--- config.mk ---
export PLATFORM = sky130hd
export DESIGN_NAME = fsm_rr_sched
export DESIGN_NICKNAME = d
export VERILOG_FILES = /design/src/rtl/fsm_rr_sched.sv
export SDC_FILE = /design/constraint.sdc
export NUM_CORES = 1
export LEC_CHECK = 0
export ABC_AREA = 1
export BUFFER_PORTS_ARGS = -buffer_cell sky130_fd_sc_hd__buf_2
export CAP_MARGIN = 0
export CORE_MARGIN = 4
export CORE_UTILIZATION = 57
export CTS_CLUSTER_SIZE = 16
export DETAILED_ROUTE_END_ITERATION = 10
export GPL_TIMING_DRIVEN = 0
export PLACE_DENSITY = 0.83
export SLEW_MARGIN = 20
export SYNTH_ARGS = -nofsm -noshare
export SYNTH_HDL_FRONTEND = slang
export SYNTH_SLANG_ARGS = --single-unit
--- constraint.sdc ---
create_clock -name clock -period 4.75 [get_ports clock]
set_clock_uncertainty 0.2 [all_clocks]
set_input_delay 0 -clock clock [delete_from_list [all_inputs] [get_ports clock]]
set_output_delay 0 -clock clock [all_outputs]
set_load 0.02 [all_outputs]
--- src/rtl/fsm_rr_sched.sv ---
// fsm_rr_sched: four-way round-robin grant scheduler with bounded tenure.
//
// Requests are level-sensitive. Grants are one-hot and come straight from registers.
// A grant is held until its requester drops the request. Every release is followed
// by GAP_CYCLES cycles with all grants low, so the shared resource can settle.
//
// Optional feature, enabled by defining the macro FSM_RR_SCHED_TIMEOUT_EN:
//   While another agent is waiting, a grant is force-released after MAX_HOLD cycles,
//   and `preempt` pulses for one cycle on each forced release.
//   Without the macro:
//     - the hold counter is not built;
//     - `preempt` is tied low;
//     - MAX_HOLD is ignored.
//
// Handshake: there is no valid/ready pair. Each req_x is a level. It is held high
// for as long as agent x wants the resource. gnt_x is high for exactly the cycles in
// which agent x owns the resource. An owner must keep its request high to keep
// ownership. Dropping the request is the release.

module fsm_rr_sched #(
   parameter int MAX_HOLD   = 8,   // 1..255, forced-release limit (timeout build only)
   parameter int GAP_CYCLES = 1    // 1..15, dead cycles after every release
) (
   input  logic       clock,
   input  logic       reset,
   input  logic       req_0,
   input  logic       req_1,
   input  logic       req_2,
   input  logic       req_3,
   output logic       gnt_0,
   output logic       gnt_1,
   output logic       gnt_2,
   output logic       gnt_3,
   output logic [1:0] gnt_id,
   output logic       busy,
   output logic       preempt,
   output logic [1:0] state_o      // debug view of the FSM state register
);

   typedef enum logic [1:0] {
      S_IDLE = 2'd0,
      S_GNT  = 2'd1,
      S_GAP  = 2'd2
   } state_t;

   localparam logic [3:0] GAP_LAST = 4'(GAP_CYCLES - 1);

   // Catch illegal parameter values at elaboration time.
   if (MAX_HOLD < 1 || MAX_HOLD > 255) begin : g_bad_max_hold
      $error("fsm_rr_sched: MAX_HOLD must be in 1..255");
   end
   if (GAP_CYCLES < 1 || GAP_CYCLES > 15) begin : g_bad_gap
      $error("fsm_rr_sched: GAP_CYCLES must be in 1..15");
   end

   state_t     state_q, state_d;
   logic [3:0] gnt_q, gnt_d;
   logic [1:0] gnt_id_q, gnt_id_d;
   logic [1:0] ptr_q, ptr_d;
   logic [3:0] gap_cnt_q, gap_cnt_d;

   logic [3:0] req_vec;
   logic       win_found;
   logic [1:0] win_idx;
   logic [1:0] cand;
   logic       release_grant;

`ifdef FSM_RR_SCHED_TIMEOUT_EN
   localparam logic [7:0] HOLD_MAX = 8'(MAX_HOLD);

   logic [7:0] hold_q, hold_d;
   logic       preempt_q, preempt_d;
   logic       others_waiting;
   logic       hold_expired;
`endif

   assign req_vec = {req_3, req_2, req_1, req_0};

   // Rotating-priority search: scan ptr, ptr+1, ... and keep the first requester.
   // The loop runs from the farthest offset down to the nearest one, so the
   // nearest requester is written last and wins.
   always_comb begin
      win_found = 1'b0;
      win_idx   = 2'd0;
      cand      = 2'd0;
      for (int i = 3; i >= 0; i--) begin
         cand = ptr_q + 2'(i);
         if (req_vec[cand]) begin
            win_found = 1'b1;
            win_idx   = cand;
         end
      end
   end

`ifdef FSM_RR_SCHED_TIMEOUT_EN
   // Detect contention and expiry of the hold limit.
   // The >= comparison covers a contender that arrives after the counter has
   // saturated, so a late arrival still forces the release on the next cycle.
   always_comb begin
      others_waiting = |(req_vec & ~gnt_q);
      hold_expired   = (hold_q >= (HOLD_MAX - 8'd1));
   end
`endif

   // Next-state and next-output logic for the IDLE -> GNT -> GAP -> IDLE cycle.
   always_comb begin
      state_d       = state_q;
      gnt_d         = gnt_q;
      gnt_id_d      = gnt_id_q;
      ptr_d         = ptr_q;
      gap_cnt_d     = gap_cnt_q;
      release_grant = 1'b0;
`ifdef FSM_RR_SCHED_TIMEOUT_EN
      hold_d        = hold_q;
      preempt_d     = 1'b0;
`endif

      unique case (state_q)
         S_IDLE: begin
            if (win_found) begin
               state_d  = S_GNT;
               gnt_d    = 4'b0001 << win_idx;
               gnt_id_d = win_idx;
`ifdef FSM_RR_SCHED_TIMEOUT_EN
               hold_d   = 8'd0;
`endif
            end
         end

         S_GNT: begin
`ifdef FSM_RR_SCHED_TIMEOUT_EN
            if (hold_q != HOLD_MAX) begin
               hold_d = hold_q + 8'd1;
            end
`endif
            if (!req_vec[gnt_id_q]) begin
               // The owner let go voluntarily. This takes precedence over a timeout
               // that expires on the same edge, so no preempt pulse is raised.
               release_grant = 1'b1;
            end
`ifdef FSM_RR_SCHED_TIMEOUT_EN
            else if (hold_expired && others_waiting) begin
               release_grant = 1'b1;
               preempt_d     = 1'b1;
            end
`endif
            if (release_grant) begin
               state_d   = S_GAP;
               gnt_d     = 4'b0000;
               ptr_d     = gnt_id_q + 2'd1;
               gap_cnt_d = 4'd0;
            end
         end

         S_GAP: begin
            // Requests are ignored here. The resource settles for GAP_CYCLES cycles.
            if (gap_cnt_q == GAP_LAST) begin
               state_d   = S_IDLE;
               gap_cnt_d = 4'd0;
            end else begin
               gap_cnt_d = gap_cnt_q + 4'd1;
            end
         end

         default: begin
            state_d   = S_IDLE;
            gnt_d     = 4'b0000;
            gap_cnt_d = 4'd0;
         end
      endcase
   end

   // State and output registers with synchronous active-high reset.
   always_ff @(posedge clock) begin
      if (reset) begin
         state_q   <= S_IDLE;
         gnt_q     <= 4'b0000;
         gnt_id_q  <= 2'd0;
         ptr_q     <= 2'd0;
         gap_cnt_q <= 4'd0;
      end else begin
         state_q   <= state_d;
         gnt_q     <= gnt_d;
         gnt_id_q  <= gnt_id_d;
         ptr_q     <= ptr_d;
         gap_cnt_q <= gap_cnt_d;
      end
   end

`ifdef FSM_RR_SCHED_TIMEOUT_EN
   // Hold counter and preempt pulse registers; these exist only in the timeout build.
   always_ff @(posedge clock) begin
      if (reset) begin
         hold_q    <= 8'd0;
         preempt_q <= 1'b0;
      end else begin
         hold_q    <= hold_d;
         preempt_q <= preempt_d;
      end
   end

   assign preempt = preempt_q;
`else
   assign preempt = 1'b0;
`endif

   assign gnt_0   = gnt_q[0];
   assign gnt_1   = gnt_q[1];
   assign gnt_2   = gnt_q[2];
   assign gnt_3   = gnt_q[3];
   assign gnt_id  = gnt_id_q;
   assign busy    = (state_q != S_IDLE);
   assign state_o = state_q;

endmodule

=== Word-level counts from Yosys, hierarchy flattened ===
Index checks and enable logic that the tools add are counted.

* Register bits: 14
* Output and inout bits: 10
* Word-level logic and storage cells: 60

* $add $sub $neg: 5
* Magnitude comparators: 5
* Eq/ne operators: 5
* Shift-type cells: 1
* Multiplexer cells: 29
* Bitwise gates (word level): 2
* Reduce and logical (&&, ||, !) cells: 8

{| class="wikitable"
|+ Operator list
! operator !! number
|-
| $pmux 4 s3 || 2
|-
| $lt 2x3->1 const B || 5
|-
| $mux 2 || 7
|-
| $mux 4 || 3
|-
| $mux 1 || 11
|-
| $bmux 1 s2 || 5
|-
| $ne 2x2->1 const B || 3
|-
| $pmux 2 s3 || 1
|-
| $reduce_and 2->1 || 3
|-
| $reduce_and 3->1 || 2
|-
| $add 2x1->2 const B || 2
|-
| $add 2x2->2 const B || 2
|-
| $add 4x1->4 const B || 1
|-
| $logic_not 4->1 || 1
|-
| $shl 1x2->4 const A || 1
|-
| $eq 2x1->1 const B || 1
|-
| $eq 2x2->1 const B || 1
|-
| $logic_not 2->1 || 1
|-
| $not 1->1 || 2
|-
| $reduce_bool 2->1 || 1
|}

=== Logic depth before layout (Yosys ltp) ===
* Word-level depth: 10
* Depth in mapped cells: 12
* Mapped depth without buffers: 11

=== Worst setup path after synthesis ===
Ideal clock, no wire load.

* Path type: reg-to-reg
* Start point: reg gnt_id_q[1] (netlist: gnt_id[1])
* End point: reg gap_cnt_q[2]
* Setup time: 80 ps
* Arrival: 1,306 ps
* Setup slack: 3,164 ps
* Stages on the path, launching flop included: 8
* Path buffers: 0
* Cell sequence: dfxtp_1 > inv_1 > a21oi_1 > o21ai_0 > nand3_1 > nand2_1 > o21ai_0 > nor3b_1

* Word-level cells in the longest chain between the ends: 6

{| class="wikitable"
|+ Ends and longest elaborated chain
! what !! line !! text
|-
| start, declared || 58 || <nowiki>logic [1:0] gnt_id_q, gnt_id_d;</nowiki>
|-
| start signal, assigned || 184 || <nowiki>gnt_id_q <= gnt_id_d;</nowiki>
|-
| $bmux 1 s2 || 136 || <nowiki>if (!req_vec[gnt_id_q]) begin</nowiki>
|-
| $mux 1 (not written as such) || 136 ||
|-
| $mux 1 || 136 ||
|-
| $mux 1 || 118 || <nowiki>unique case (state_q)</nowiki>
|-
| $ne 2x2->1 (no line) || n/a ||
|-
| $reduce_and 2->1 (no line) || n/a ||
|-
| end signal, assigned || 186 || <nowiki>gap_cnt_q <= gap_cnt_d;</nowiki>
|-
| end, declared || 60 || <nowiki>logic [3:0] gap_cnt_q, gap_cnt_d;</nowiki>
|}

No other way between the ends. The select of a mux whose other input is x is not followed.
A chain may end at the register's enable or synchronous reset.

=== Final worst setup path ===
* Start point: reg ptr_q[0]
* End point: reg gnt_q[2]

* Word-level cells in the longest chain between the ends: 10

{| class="wikitable"
|+ Ends and longest elaborated chain
! what !! line !! text
|-
| start, declared || 59 || <nowiki>logic [1:0] ptr_q, ptr_d;</nowiki>
|-
| start signal, assigned || 185 || <nowiki>ptr_q <= ptr_d;</nowiki>
|-
| $add 2x2->2 || 87 || <nowiki>cand = ptr_q + 2'(i);</nowiki>
|-
| $bmux 1 s2 || 88 || <nowiki>if (req_vec[cand]) begin</nowiki>
|-
| $mux 1 (not written as such) || 88 ||
|-
| $mux 2 (4 in a row) || 88 ||
|-
| $shl 1x2->4 || 122 || <nowiki>gnt_d = 4'b0001 << win_idx;</nowiki>
|-
| $mux 4 || 120 || <nowiki>if (win_found) begin</nowiki>
|-
| $pmux 4 s3 || 118 ||
|-
| end signal, assigned || 183 || <nowiki>gnt_q <= gnt_d;</nowiki>
|-
| end, declared || 57 || <nowiki>logic [3:0] gnt_q, gnt_d;</nowiki>
|}

Parallel ways exist; a longest one is shown, timed or not. The select of a mux whose other input is x is not followed.

==> results.txt <==
----------------------------------------------------
[Power]
  Switching part of the total power ... 47.4%
  P_sw ... 0.245 mW
  Internal ... 0.271 mW
  Combinational group share of total power ... 55.0%
  P_leak ... 0.508 nW
  Power density normalized to cell area ... 523 mW/mm^2
  Flop pwr share ... 32.6%
  Peak VDD IR ... 0.314 mV
  Power share of the clock group ... 12.4%

[Route]
  Average wire per cell in the routed design ... 10.0 um
  Drt drc ... 0
  Number of nets still failing antenna checks after routing ... 0
  Avg Vias per Cell ... 5.15
  Number of search-and-repair iterations in the first detailed-routing pass ... 4
  Number of vias in the routed layout ... 875
  Post-Route WL ... 1.70 mm
  First DRT Iteration DRCs ... 16

[Floorplan]
  Top Ports ... 16
  Core box area ... 0.00137 sq mm
  Y dimension of the die ... 47.1 um
  Die extent in x ... 47.1 um
  Initial cell density of the core ... 63.6%
  Number of placement rows ... 13
  Die Area ... 0.00221 sq mm

[Critical path]
  Worst path arrival time ... 1.65 ns
  Required time of the critical path ... 4.71 ns
  FF-to-FF setup slack ... 3.06 ns
  Capturing point of the worst reg2reg path ... gnt_q[2]
  Critical Path Sink ... gnt_q[2]
  Stage delay of the slowest cell on the critical path ... 0.33 ns
  Endpoint class of the critical path ... register
  Cell count of the worst reg-to-reg path ... 11
  Startpoint of the lowest-slack register-to-register path ... ptr_q[0]
  Element type at the critical path start ... register
  Sequence of cells on the critical path ... buf_6, inv_4, nand2_4, nand2_2, or2_1, nor2_2, nor2_2, nand3_1, nor2_1, nor2_1, nor2_1
  Crit path max fanout ... 9
  Timing startpoint of the critical path ... ptr_q[0]
  Kind of critical path ... reg -> reg
  Crit path top cell by count ... nor2_1
  Cell with the biggest individual delay on the critical path ... dfxtp_1

[Cells and area]
  Nets ... 165
  Diode count ... 0
  Post-Layout Inst Area ... 986 sq um
  # fillers ... 124
  Synthesis-to-layout area growth ... 13.4%
  Share of final-layout standard cells stronger than drive strength 1 ... 16.1%

[Global route]
  Total congestion overflow ... 0
  Vias in the first global route ... 763
  First-pass GRT wire length ... 2.99 mm
  Largest net degree at the start of global routing ... 10
  GRT Resource Usage Total ... 18.4%
  Number of antenna violations at the first check in global routing ... 0

[Clock network]
  Clock tree from TritonCTS ... built
  Number of levels the H-tree was split into ... 1
  Clock-pin slew of the registers on the worst-case setup and hold paths ... 0.08 ns
  Post-CTS setup buffer count ... 0
  Clk root buf ... clkbuf_4
  Number of buffers between clock root and the deepest sink ... 2
  TritonCTS buffer count ... 3
  Later-pin clock latency in the skew report ... 0.27 ns
  Post-cts repair resize count ... 0
  Clock Sink Count ... 14

[Yosys]
  Share of synthesized area occupied by flip-flops and latches ... 32.2%
  Number of warning messages in the yosys log ... 0
  Post-synthesis average cell area ... 6.30 sq um
  Cell count after synthesis ... 138
  Post-synthesis cell type count ... 24
  Post-Synthesis Cell Area ... 870 sq um
  Synthesized Nets ... 146
  Post-synthesis sequential element count ... 14

[STA]
  Hold Vio Cnt, Final ... 0
  Fin crit period ... 1.69 ns
  Setup repair after global routing missed its margin ... false
  Count of final setup violators ... 0
  F_max ... 590 MHz
  Count of final max-slew check failures ... 0
  Post-Route Hold Slack ... 0.0831 ns
  Accumulated negative setup slack ... 0 ns
  Post-route fraction of the period consumed by the critical path ... 35.7%

[Outcome]
  Result of the run ... finished, final reports clean

[Placement]
  Final estimated routing congestion in global placement ... 0.899
  Estimated wirelength of the detail-placed design ... 1.40 mm
  Placed instance area ... 953 sq um
  Port buffer count ... 13

[Job]
  Number of maximum-capacitance constraint violations ... 0

[Hold path]
  Worst min path class ... in -> reg

----------------------------------------------------
## power groups by stage
| stage | combinational [mW] | sequential (mW) | clock [mW] |
|---|---|---|---|
| after detailed placement | 0.284 | 0.171 | 0 |
| after CTS | 0.285 | 0.168 | 0.0663 |
| after floorplan | 0.193 | 0.196 | 0 |
| final | 0.283 | 0.168 | 0.0640 |
| after global routing | 0.324 | 0.172 | 0.0726 |
| after global placement | 0.279 | 0.170 | 0 |
## cell families after synthesis
family,share of synthesized area [%]
adders and majority gates,2.88
DFF,32.2
other,0.431
buffers and inverters,13.2
xor gates and xnor gates,1.01
AOI/OAI and AO/OA,13.2
and+or+nand+nor,37.0
## state kept, by name, indices dropped and copies added, names as in the netlist
register	flops
gap_cnt_q	4
gnt_id	2
state_o	2
ptr_q	2
gnt_q	4
## through the flow
stage | util [%] | power, mW | std cells | setup WS (ns)
floorplan | - | 0.389 | 138 | 3.16
global placement | 69.8 | 0.449 | 166 | 3.06
detailed placement | 69.8 | 0.455 | 166 | 3.06
CTS | 72.2 | 0.520 | 170 | 3.05
global route | 72.2 | 0.569 | 170 | 2.83
finish | 72.2 | 0.516 | 170 | 3.06
## cell usage after synthesis
library cell,n,area share [%]
buf_6,1,1.3
inv_4,1,0.72
o211ai_1,1,0.86
nor3_1,2,1.2
conb_1,1,0.43
nand3_2,1,1.2
ha_1,2,2.9
inv_1,22,9.5
a21boi_0,1,0.86
nand2_2,1,0.72
buf_1,1,0.43
nand3_1,17,9.8
nor2_2,2,1.4
nand2_1,34,15
nor2_1,10,4.3
or2_1,1,0.72
a21oi_1,11,6.3
nor3b_1,2,1.7
buf_4,1,0.86
xor2_1,1,1.0
inv_2,1,0.43
dfxtp_1,14,32
o21ai_0,9,5.2
nand2_4,1,1.3
## metal layers
| layer | global-route usage (%) | up-vias | share of wire (%) |
|---|---|---|---|
| met5 | 0 | - | 0 |
| met4 | 2.76 | 0 | 0 |
| met3 | 6.13 | 0 | 4.6 |
| met2 | 28.7 | 13 | 48 |
| met1 | 25.2 | 389 | 47 |
| li1 | - | 473 | - |
## repair_timing
| item | 4_1_cts | 5_1_grt |
|---|---|---|
| setup endpoints to repair | 0 | 0 |
| hold endpoints to repair | 8 | 0 |
| hold buffers | 1 | 0 |
## worst min path at each step
stage | start | endpoint | cells past startpoint
floorplan | reset | gnt_q[0] | 2
global placement | reset | gnt_q[2] | 2
detailed placement | reset | gnt_q[0] | 2
CTS | req_2 | state_o[0] | 5
global route | req_1 | state_o[1] | 6
finish | req_2 | state_o[0] | 5
## layout make-up
class | count | area, sq um | share of cell area, %
clock buffer | 3 | 22.5 | 2.28
multi-input combinational | 97 | 474 | 48.1
tap | 15 | 18.8 | 1.90
inverter | 24 | 92.6 | 9.39
buffer | 3 | 22.5 | 2.28
sequential | 14 | 280 | 28.4
timing repair buffer | 14 | 75.1 | 7.61
## critical path: cells and delay by family (launching register included)
| family | cells | cell delay [ns] |
|---|---|---|
| AND/OR/NAND/NOR | 9 | 0.86 |
| flip-flops | 1 | 0.33 |
| buffers and inverters | 2 | 0.18 |
## cells in the final DEF (no fill, tap or decap), types with 3 or more instances in the layout
cell type | netlist | routed
nand2_1 | 34 | 34
inv_1 | 22 | 22
nand3_1 | 17 | 17
dfxtp_1 | 14 | 14
buf_2 | 0 | 13
a21oi_1 | 11 | 11
nor2_1 | 10 | 10
o21ai_0 | 9 | 9
clkbuf_4 | 0 | 3
Power figures use the tool's default switching activity.
